$ cat config.mk
export PLATFORM = sky130hd
export DESIGN_NAME = pe_ctrl_acc
export DESIGN_NICKNAME = d
export VERILOG_FILES = /design/src/rtl/pe_ctrl_pkg.sv /design/src/rtl/pe_psum_buf.sv /design/src/rtl/pe_ctrl_acc.sv
export SDC_FILE = /design/constraint.sdc
export NUM_CORES = 1
export LEC_CHECK = 0
export ABC_AREA = 1
export CORE_MARGIN = 3
export CORE_UTILIZATION = 46
export CTS_CLUSTER_SIZE = 40
export DETAILED_ROUTE_END_ITERATION = 10
export GPL_TIMING_DRIVEN = 1
export PLACE_DENSITY = 0.9
export SETUP_SLACK_MARGIN = 0.5
export SYNTH_ARGS = -nofsm -noshare
export SYNTH_HDL_FRONTEND = slang
export SYNTH_SLANG_ARGS = --single-unit
export TNS_END_PERCENT = 10
$ cat constraint.sdc
create_clock -name clk -period 2.2 [get_ports clk]
set_input_delay 0.22 -clock clk [delete_from_list [all_inputs] [get_ports clk]]
set_output_delay 0.22 -clock clk [all_outputs]
set_load 0.02 [all_outputs]
$ cat src/rtl/pe_ctrl_pkg.sv
// Shared types and packet-layout helpers for the PE controller.
package pe_ctrl_pkg;

    typedef enum logic [2:0] {
        IDLE,
        LOAD_F,
        LOAD_I,
        START,
        COLLECT,
        SEND,
        WAIT_DONE
    } state_t;

    localparam logic [1:0] PKT_TYPE_IN  = 2'b01;
    localparam logic [1:0] PKT_TYPE_OUT = 2'b10;

    // Index width that stays legal for a depth of one.
    function automatic int idx_width(input int depth);
        return (depth > 1) ? $clog2(depth) : 1;
    endfunction

    // The filter field sits at the LSB end; the ifmap field starts right above it.
    function automatic int ifmap_lsb(input int filt_w, input int depth_f);
        return filt_w * depth_f;
    endfunction

    function automatic int addr_lsb(input int filt_w, input int depth_f,
                                    input int ifmap_w, input int depth_i);
        return filt_w * depth_f + ifmap_w * depth_i;
    endfunction

    function automatic int type_lsb(input int addr_w, input int filt_w, input int depth_f,
                                    input int ifmap_w, input int depth_i);
        return addr_lsb(filt_w, depth_f, ifmap_w, depth_i) + addr_w;
    endfunction

    function automatic int pkt_width(input int addr_w, input int filt_w, input int depth_f,
                                     input int ifmap_w, input int depth_i);
        return type_lsb(addr_w, filt_w, depth_f, ifmap_w, depth_i) + 2;
    endfunction

endpackage

$ cat src/rtl/pe_psum_buf.sv
// Per-column partial-sum accumulator storage, cleared while reset is held.
module pe_psum_buf #(
    parameter int NUM_OUT = 3,
    parameter int PSUM_W  = 8,
    parameter int AW      = 2
)(
    input  logic              clk,
    input  logic              rst_n,
    input  logic              we,
    input  logic [AW-1:0]     waddr,
    input  logic [PSUM_W-1:0] wdata,
    input  logic [AW-1:0]     raddr,
    output logic [PSUM_W-1:0] rdata
);

    logic [PSUM_W-1:0] mem [NUM_OUT];

    // Clear every entry on reset, otherwise accept one write per cycle.
    always_ff @(posedge clk) begin
        if (!rst_n) begin
            for (int i = 0; i < NUM_OUT; i++) begin
                mem[i] <= '0;
            end
        end else if (we && (int'(waddr) < NUM_OUT)) begin
            mem[waddr] <= wdata;
        end
    end

    assign rdata = (int'(raddr) < NUM_OUT) ? mem[raddr] : '0;

endmodule

$ cat src/rtl/pe_ctrl_acc.sv
// PE controller: loads filter/ifmap memories from a packet, runs the MAC,
// accumulates psums across passes and emits one packet per output column.
module pe_ctrl_acc
    import pe_ctrl_pkg::*;
#(
    parameter int         ADDR_W   = 8,
    parameter int         FILT_W   = 8,
    parameter int         IFMAP_W  = 1,
    parameter int         DEPTH_F  = 3,
    parameter int         DEPTH_I  = 5,
    parameter int         PSUM_W   = 8,
    parameter int         NUM_PASS = 1,
    parameter logic [1:0] OUT_ROW  = 2'b01,
    localparam int PKT_W   = pkt_width(ADDR_W, FILT_W, DEPTH_F, IFMAP_W, DEPTH_I),
    localparam int NUM_OUT = DEPTH_I - DEPTH_F + 1,
    localparam int FA_W    = idx_width(DEPTH_F),
    localparam int IA_W    = idx_width(DEPTH_I)
)(
    input  logic               clk,
    input  logic               rst_n,
    input  logic               pkt_in_valid,
    output logic               pkt_in_ready,
    input  logic [PKT_W-1:0]   pkt_in_data,
    output logic               pkt_out_valid,
    input  logic               pkt_out_ready,
    output logic [PKT_W-1:0]   pkt_out_data,
    output logic               filt_we,
    output logic [FA_W-1:0]    filt_waddr,
    output logic [FILT_W-1:0]  filt_wdata,
    output logic               ifmap_we,
    output logic [IA_W-1:0]    ifmap_waddr,
    output logic [IFMAP_W-1:0] ifmap_wdata,
    output logic               mac_start,
    output logic [PSUM_W-1:0]  psum_in,
    input  logic               psum_valid,
    output logic               psum_ready,
    input  logic [PSUM_W-1:0]  psum_data,
    input  logic               mac_done,
    output logic               busy
);

    localparam int FILT_F_W = FILT_W * DEPTH_F;
    localparam int IF_F_W   = IFMAP_W * DEPTH_I;
    localparam int IF_LSB   = ifmap_lsb(FILT_W, DEPTH_F);
    localparam int ADDR_LSB = addr_lsb(FILT_W, DEPTH_F, IFMAP_W, DEPTH_I);
    localparam int TYPE_LSB = type_lsb(ADDR_W, FILT_W, DEPTH_F, IFMAP_W, DEPTH_I);
    localparam int CW       = idx_width(NUM_OUT);
    localparam int PW       = idx_width(NUM_PASS);
    localparam int LW       = idx_width((DEPTH_F > DEPTH_I) ? DEPTH_F : DEPTH_I);

    state_t             state_q, state_d;
    logic [TYPE_LSB-1:0] pkt_q;
    logic [PKT_W-1:0]   out_q;
    logic [LW-1:0]      idx_q;
    logic [CW-1:0]      col_q;
    logic [PW-1:0]      pass_q;
    logic               buf_we;
    logic [PSUM_W-1:0]  buf_wdata;
    logic [PSUM_W-1:0]  buf_rdata;
    logic [1:0]         col_tag;
    logic               pass_last;
    logic               col_last;
    logic               type_ok;

    assign pass_last = (pass_q == PW'(NUM_PASS - 1));
    assign col_last  = (col_q == CW'(NUM_OUT - 1));
    assign col_tag   = 2'(col_q + 1'b1);
    assign type_ok   = (pkt_in_data[TYPE_LSB +: 2] == PKT_TYPE_IN);
    assign busy      = (state_q != IDLE);

    pe_psum_buf #(
        .NUM_OUT (NUM_OUT),
        .PSUM_W  (PSUM_W),
        .AW      (CW)
    ) u_psum_buf (
        .clk   (clk),
        .rst_n (rst_n),
        .we    (buf_we),
        .waddr (col_q),
        .wdata (buf_wdata),
        .raddr (col_q),
        .rdata (buf_rdata)
    );

    // State register.
    always_ff @(posedge clk) begin
        if (!rst_n) begin
            state_q <= IDLE;
        end else begin
            state_q <= state_d;
        end
    end

    // Next-state decode and all handshake / memory-port outputs.
    always_comb begin
        state_d       = state_q;
        pkt_in_ready  = 1'b0;
        pkt_out_valid = 1'b0;
        pkt_out_data  = '0;
        filt_we       = 1'b0;
        filt_waddr    = '0;
        filt_wdata    = '0;
        ifmap_we      = 1'b0;
        ifmap_waddr   = '0;
        ifmap_wdata   = '0;
        mac_start     = 1'b0;
        psum_in       = '0;
        psum_ready    = 1'b0;
        buf_we        = 1'b0;
        buf_wdata     = '0;
        unique case (state_q)
            IDLE: begin
                pkt_in_ready = rst_n;
                if (pkt_in_valid && rst_n && type_ok) begin
                    state_d = LOAD_F;
                end
            end
            LOAD_F: begin
                filt_we    = 1'b1;
                filt_waddr = FA_W'(idx_q);
                filt_wdata = pkt_q[(DEPTH_F - 1 - int'(idx_q)) * FILT_W +: FILT_W];
                if (idx_q == LW'(DEPTH_F - 1)) begin
                    state_d = LOAD_I;
                end
            end
            LOAD_I: begin
                ifmap_we    = 1'b1;
                ifmap_waddr = IA_W'(idx_q);
                ifmap_wdata = pkt_q[IF_LSB + (DEPTH_I - 1 - int'(idx_q)) * IFMAP_W +: IFMAP_W];
                if (idx_q == LW'(DEPTH_I - 1)) begin
                    state_d = START;
                end
            end
            START: begin
                mac_start = 1'b1;
                state_d   = COLLECT;
            end
            COLLECT: begin
                psum_ready = 1'b1;
                psum_in    = buf_rdata;
                if (psum_valid) begin
                    buf_we = 1'b1;
                    if (pass_last) begin
                        buf_wdata = '0;
                        state_d   = SEND;
                    end else begin
                        buf_wdata = psum_data;
                        state_d   = col_last ? WAIT_DONE : COLLECT;
                    end
                end
            end
            SEND: begin
                pkt_out_valid = 1'b1;
                pkt_out_data  = out_q;
                if (pkt_out_ready) begin
                    state_d = col_last ? WAIT_DONE : COLLECT;
                end
            end
            WAIT_DONE: begin
                if (mac_done) begin
                    state_d = IDLE;
                end
            end
            default: state_d = IDLE;
        endcase
    end

    // Datapath registers: latched packet, load index, column, pass count, output packet.
    always_ff @(posedge clk) begin
        if (!rst_n) begin
            pkt_q  <= '0;
            out_q  <= '0;
            idx_q  <= '0;
            col_q  <= '0;
            pass_q <= '0;
        end else begin
            unique case (state_q)
                IDLE: begin
                    idx_q <= '0;
                    if (pkt_in_valid) begin
                        pkt_q <= pkt_in_data[TYPE_LSB-1:0];
                    end
                end
                LOAD_F: begin
                    idx_q <= (idx_q == LW'(DEPTH_F - 1)) ? '0 : idx_q + 1'b1;
                end
                LOAD_I: begin
                    idx_q <= idx_q + 1'b1;
                end
                START: begin
                    col_q <= '0;
                end
                COLLECT: begin
                    if (psum_valid) begin
                        if (pass_last) begin
                            out_q <= {PKT_TYPE_OUT, pkt_q[ADDR_LSB +: ADDR_W],
                                      IF_F_W'({OUT_ROW, col_tag}), FILT_F_W'(psum_data)};
                        end else begin
                            col_q <= col_q + 1'b1;
                        end
                    end
                end
                SEND: begin
                    if (pkt_out_ready) begin
                        col_q <= col_q + 1'b1;
                    end
                end
                WAIT_DONE: begin
                    if (mac_done) begin
                        pass_q <= pass_last ? '0 : pass_q + 1'b1;
                    end
                end
                default: ;
            endcase
        end
    end

endmodule

==> impl_results.md <==
- Status: finished clean
- Antenna violations before repair: 0
- Post-placement cell count: 676
- CTS Buffer Depth: 2
- DP Wirelength: 7150 µm
- WL/cell: 14.1 µm
- Worst Reg-to-Reg Cells: 7
- RSZ-0062 raised after global routing: true
- Vias in the first global route: 3352
- Mapped Avg Cell Area: 6.90 µm²
- Cts bufs inserted: 9
- Ys flop type: dfxtp_1
- Area grow syn2layout: 37.4%
- Hold path cells: 3
- Area post-placement: 4410 µm²
- Synth Warn #: 0
- Final min period: 2.14 ns
- IO Pins: 121
- Netlist cell types: 26
- Reg clk slew, reported paths: 0.07 ns
- Hold Path Class: input pin to flop
- Vias: 3555
- PD cells: 1030 nW/µm²
- IO Port Bufs: 93
- Count leader, synth: a21oi_1
- Fin. Hold Viols: 0
- Rows: 30
- Final Cell Area: 4740 µm²
- Die Y: 92.6 µm
- Initial core utilization: 49.2%
- Top-area cell type share of the netlist area: 37.1%
- Final non-filler cell total: 698
- Critical path required time: 1.98 ns
- P_leak: 2.10 nW
- Async set-or-reset flop fraction in the synthesized netlist: 0%
- Sink Count: 64
- First drt pass iteration count: 6
- Total GRT Usage: 22.7%
- Startpoint types: flop
- Placeable core area: 7020 µm²
- GRT overflow: 0
- Root cell of the clock tree: clkbuf_8
- Share of cells above drive strength 1: 20.9%
- Seq/Total Area, Yosys: 37.1%
- Mapped Area: 3450 µm²
- Peak VDD IR: 0.000558 V
- Setup crit end kind: primary output
- Top post-synthesis cells by area: dfxtp_1, a21oi_1, nand2_1
- Maximum clock frequency: 0.468 GHz
- Global-route wire length before repair: 15800 µm
- Yosys top cell by area: dfxtp_1
- Die footprint: 8580 µm²
- Final setup violation count: 0
- Largest net degree at the start of global routing: 56
- CTS tree: built
- Nets: 655
- Die width: 92.6 µm
- Worst Hold Slack: 0.451 ns
- Routed WL: 9860 µm
- Initial DRC Count: 268
- Fin. max-slew vios: 0
- Skew-Pair Late Insertion Delay: 0.35 ns
- DRC: 0
- GP Congestion: 0.852
- Post-synth top cells: a21oi_1, nand2_1, dfxtp_1
- Number of synthesized flops with an enable pin: 0
- Kind of critical path: flop to primary output
- Fin crit share: 97.1%
- H-tree depth: 3
- Number of maximum-capacitance violations: 0
- Antenna diode count: 0
- Critical Path AT: 1.92 ns
- Number of synthesized register bits: 64
- Clock Skew: 0.00684 ns
- Crit-path max FO: 8
- Mapped Cells: 500
- Vias per cell: 5.09
- Post-route ant nets: 0
==> metrics by stage <==
step | worst slack [ns] | power [W] | TNS [ns] | utilization, %
3_5_place_dp | -0.0971 | 0.00352 | -0.243 | 62.9
4_1_cts | 0.0461 | 0.00476 | 0 | 67.4
3_3_place_gp | -0.0140 | 0.00345 | -0.0275 | 62.9
6_report | 0.0644 | 0.00488 | 0 | 67.6
5_1_grt | -0.0666 | 0.00520 | -0.0727 | 67.6
2_1_floorplan | 0.404 | 0.00305 | 0 | -
==> cell families (layout without fill, tap and decap cells) <==
kind of cell / count (synthesis) / in the layout / synth area share [%]
fa+ha+maj: 5 / 5 / 1.81
xor+xnor: 1 / 1 / 0.254
simple gates: 172 / 172 / 22.2
flops: 64 / 64 / 37.1
other cells: 1 / 27 / 0.109
buf+inv: 120 / 196 / 18.2
compound gates: 137 / 137 / 20.3
==> area by class of cell <==
class                      count  area, µm²
inverter                      63        249
fill                         608       2280
tap                           96        120
sequential                    64       1280
clock inverter                 6       91.3
timing repair inverter         1       7.51
clock buffer                  10        138
timing repair buffer         116       1030
multi-input combinational    342       1830
==> routing by layer <==
metal / GRT usage [%] / up-vias / wire (µm)
met5: 0 / - / 0
met3: 4.96 / 27 / 614
met2: 41.3 / 151 / 5090
met1: 26.8 / 1624 / 3950
li1: - / 1753 / -
met4: 6.47 / 0 / 209
==> where the power goes <==
part           internal [W]  total [W]  switching (W)
Combinational      0.000786    0.00216        0.00138
Sequential          0.00145    0.00158       0.000132
Clock              0.000674    0.00114       0.000464
Total               0.00291    0.00488        0.00197
==> registers in the layout, indices dropped and copies added (netlist names) <==
name	flops
col_q	2
idx_q	3
out_q	19
pkt_q	37
state_q	3
==> worst paths after layout <==
| check | from | endpoint | slack [ns] |
|---|---|---|---|
| worst min register to register | out_q[35] | out_q[35] | 0.45 |
| worst max register to register | state_q[1] | pkt_q[34] | 0.58 |
| worst min-delay path | pkt_in_data[29] | pkt_q[29] | 0.45 |
| worst max-delay path | idx_q[1] | ifmap_wdata | 0.06 |
==> placed cells by master, fill, tap and decap left out, drive strengths merged, types with 3 or more instances in the layout <==
cell type,Yosys,routed
conb,1,27
dlymetal6s2s,0,8
clkinv,0,3
a21oi,73,73
nand2,75,75
o211ai,5,5
clkinvlp,0,3
dfxtp,64,64
clkdlybuf4s50,0,52
ha,5,5
inv,63,62
o21ai,57,57
nor2,55,55
buf,47,43
nand3,41,41
clkbuf,10,23
==> timing repair <==
action                     4_1_cts  5_1_grt
hold buffers                     0        0
gates resized for setup         64      104
setup endpoints to repair       41       62
setup buffers                    2        3
pin swaps                       10        9
cloned                           1        0
==> critical path, cell delays in order, from the launching register on <==
cell	delay, ns
dfxtp_2	0.34
inv_2	0.05
ha_4	0.30
clkinvlp_4	0.20
o211ai_1	0.15
nand3_1	0.10
nand3_1	0.10
nand2_1	0.07
nor2_2	0.13
buf_6	0.13
Note: power is estimated with default switching activity, not from simulation.
==> patch: new RTL, same flow settings <==
Set the parameter `NUM_PASS` to 2 (it was 1).
--- a/src/rtl/pe_ctrl_acc.sv
+++ b/src/rtl/pe_ctrl_acc.sv
@@ -10,5 +10,5 @@
     parameter int         DEPTH_I  = 5,
     parameter int         PSUM_W   = 8,
-    parameter int         NUM_PASS = 1,
+    parameter int         NUM_PASS = 2,
     parameter logic [1:0] OUT_ROW  = 2'b01,
     localparam int PKT_W   = pkt_width(ADDR_W, FILT_W, DEPTH_F, IFMAP_W, DEPTH_I),
Formal check against the unedited RTL: no difference found for any inputs over 10 cycles, from zero or initial values and one cycle with rst_n low; that may be too few to reach the edited logic, so the function may still have changed.
==> patch against the original RTL <==
Routed wire length increased by 41%. Worst setup slack better by 0.0019 ns. Largest cell class unchanged. Sequential share of layout area rose by 7.2 points. Synthesized area grew 41%. Sequential cell count up 35. Final area increased by 42%. Total power increased by 46%. Maximum frequency about the same.
==> patch: results (changes against the original RTL) <==
count of cell types in the netlist 28 (+7.7%); adder-cell share of the synthesized area 2.06% (+0.25 points); DR vias 4,826 (+36%); postcts setup bufs 11 (+9); Post-DP HPWL 8.73 mm (+22%); Hold Path Cell Cnt 4 (+1); FF-to-FF setup slack 0.34 ns (-0.24 ns); Seq/Total Area, Yosys 47.4% (+10 points); status completed; port buffer count 101 (+8.6%); biggest registers after layout pkt_q (37), u_psum_buf.mem (32), out_q (19); Post-CTS Resized 192 (+200%); first-pass GRT wire length 20.6 mm (+30%); met1 wire length 5.26 mm (+33%); GRT Overall Usage 22.2% (-0.53 points); Post-synth EDFFs 32 (+32); fin nets 829 (+27%); synth cell count leaders nor2_1, o21ai_0, inv_1; pre-CTS WS 0.0229 ns (+0.120 ns); CP Max Fanout 5 (-3); met2 WL 6.98 mm (+37%); hold worst-path end state_q[0]; Pleak 2.72 nW (+30%); r2r endpoint u_psum_buf.mem[1][4]; Slowest-stage cell, CP dfxtp_4; xor/xnor cell area share of the yosys netlist 0.180% (-0.073 points); hold_sp rst_n; synth top area cells dfxtp_1, edfxtp_1, o21ai_0, a21oi_1, nor2_1; fill count 750 (+23%); family with the most delay on the worst path flip-flops; Clock transition at path regs 0.11 ns (+0.04 ns)
patch: how the worst max path moves through the flow:
stage / cells past startpoint / slack, ns / startpoint / end
after floorplan: 8 / 0.41 / state_q[0] / u_psum_buf.mem[0][0]
final: 9 / 0.07 / idx_q[0] / ifmap_wdata
after detailed placement: 8 / 0.02 / idx_q[1] / filt_wdata[3]
after global placement: 6 / 0.05 / idx_q[0] / filt_wdata[0]
after global routing: 9 / 0.03 / idx_q[0] / ifmap_wdata
after CTS: 6 / 0.20 / state_q[1] / pkt_out_data[1]
patch: per-stage QoR:
| stage | cell area, sq um | util [%] | hold WS, ns | std cells | power (mW) |
|---|---|---|---|---|---|
| 5_1_grt | 6750 | 67.5 | 0.291 | 906 | 7.53 |
| 3_3_place_gp | 6160 | 61.6 | 0.431 | 873 | 5.19 |
| 3_5_place_dp | 6160 | 61.6 | 0.437 | 873 | 5.25 |
| 4_1_cts | 6590 | 65.9 | 0.262 | 900 | 6.72 |
| 2_1_floorplan | 5130 | - | 0.382 | 669 | 4.40 |
| 6_report | 6750 | 67.5 | 0.264 | 906 | 7.14 |
patch: layout make-up:
| cell class | count | area, sq um | share of cell area (%) |
|---|---|---|---|
| multi-input combinational | 422 | 2330 | 34.6 |
| clock buffer | 9 | 124 | 1.83 |
| sequential | 99 | 2320 | 34.3 |
| tap | 133 | 166 | 2.46 |
| inverter | 95 | 378 | 5.60 |
| timing repair buffer | 141 | 1340 | 19.8 |
| clock inverter | 7 | 93.8 | 1.39 |
patch: metal layers:
layer | up-vias | global-route usage [%]
li1 | 2294 | -
met1 | 2203 | 26.6
met2 | 273 | 39.1
met3 | 56 | 4.09
met4 | 0 | 9.11
met5 | - | 0
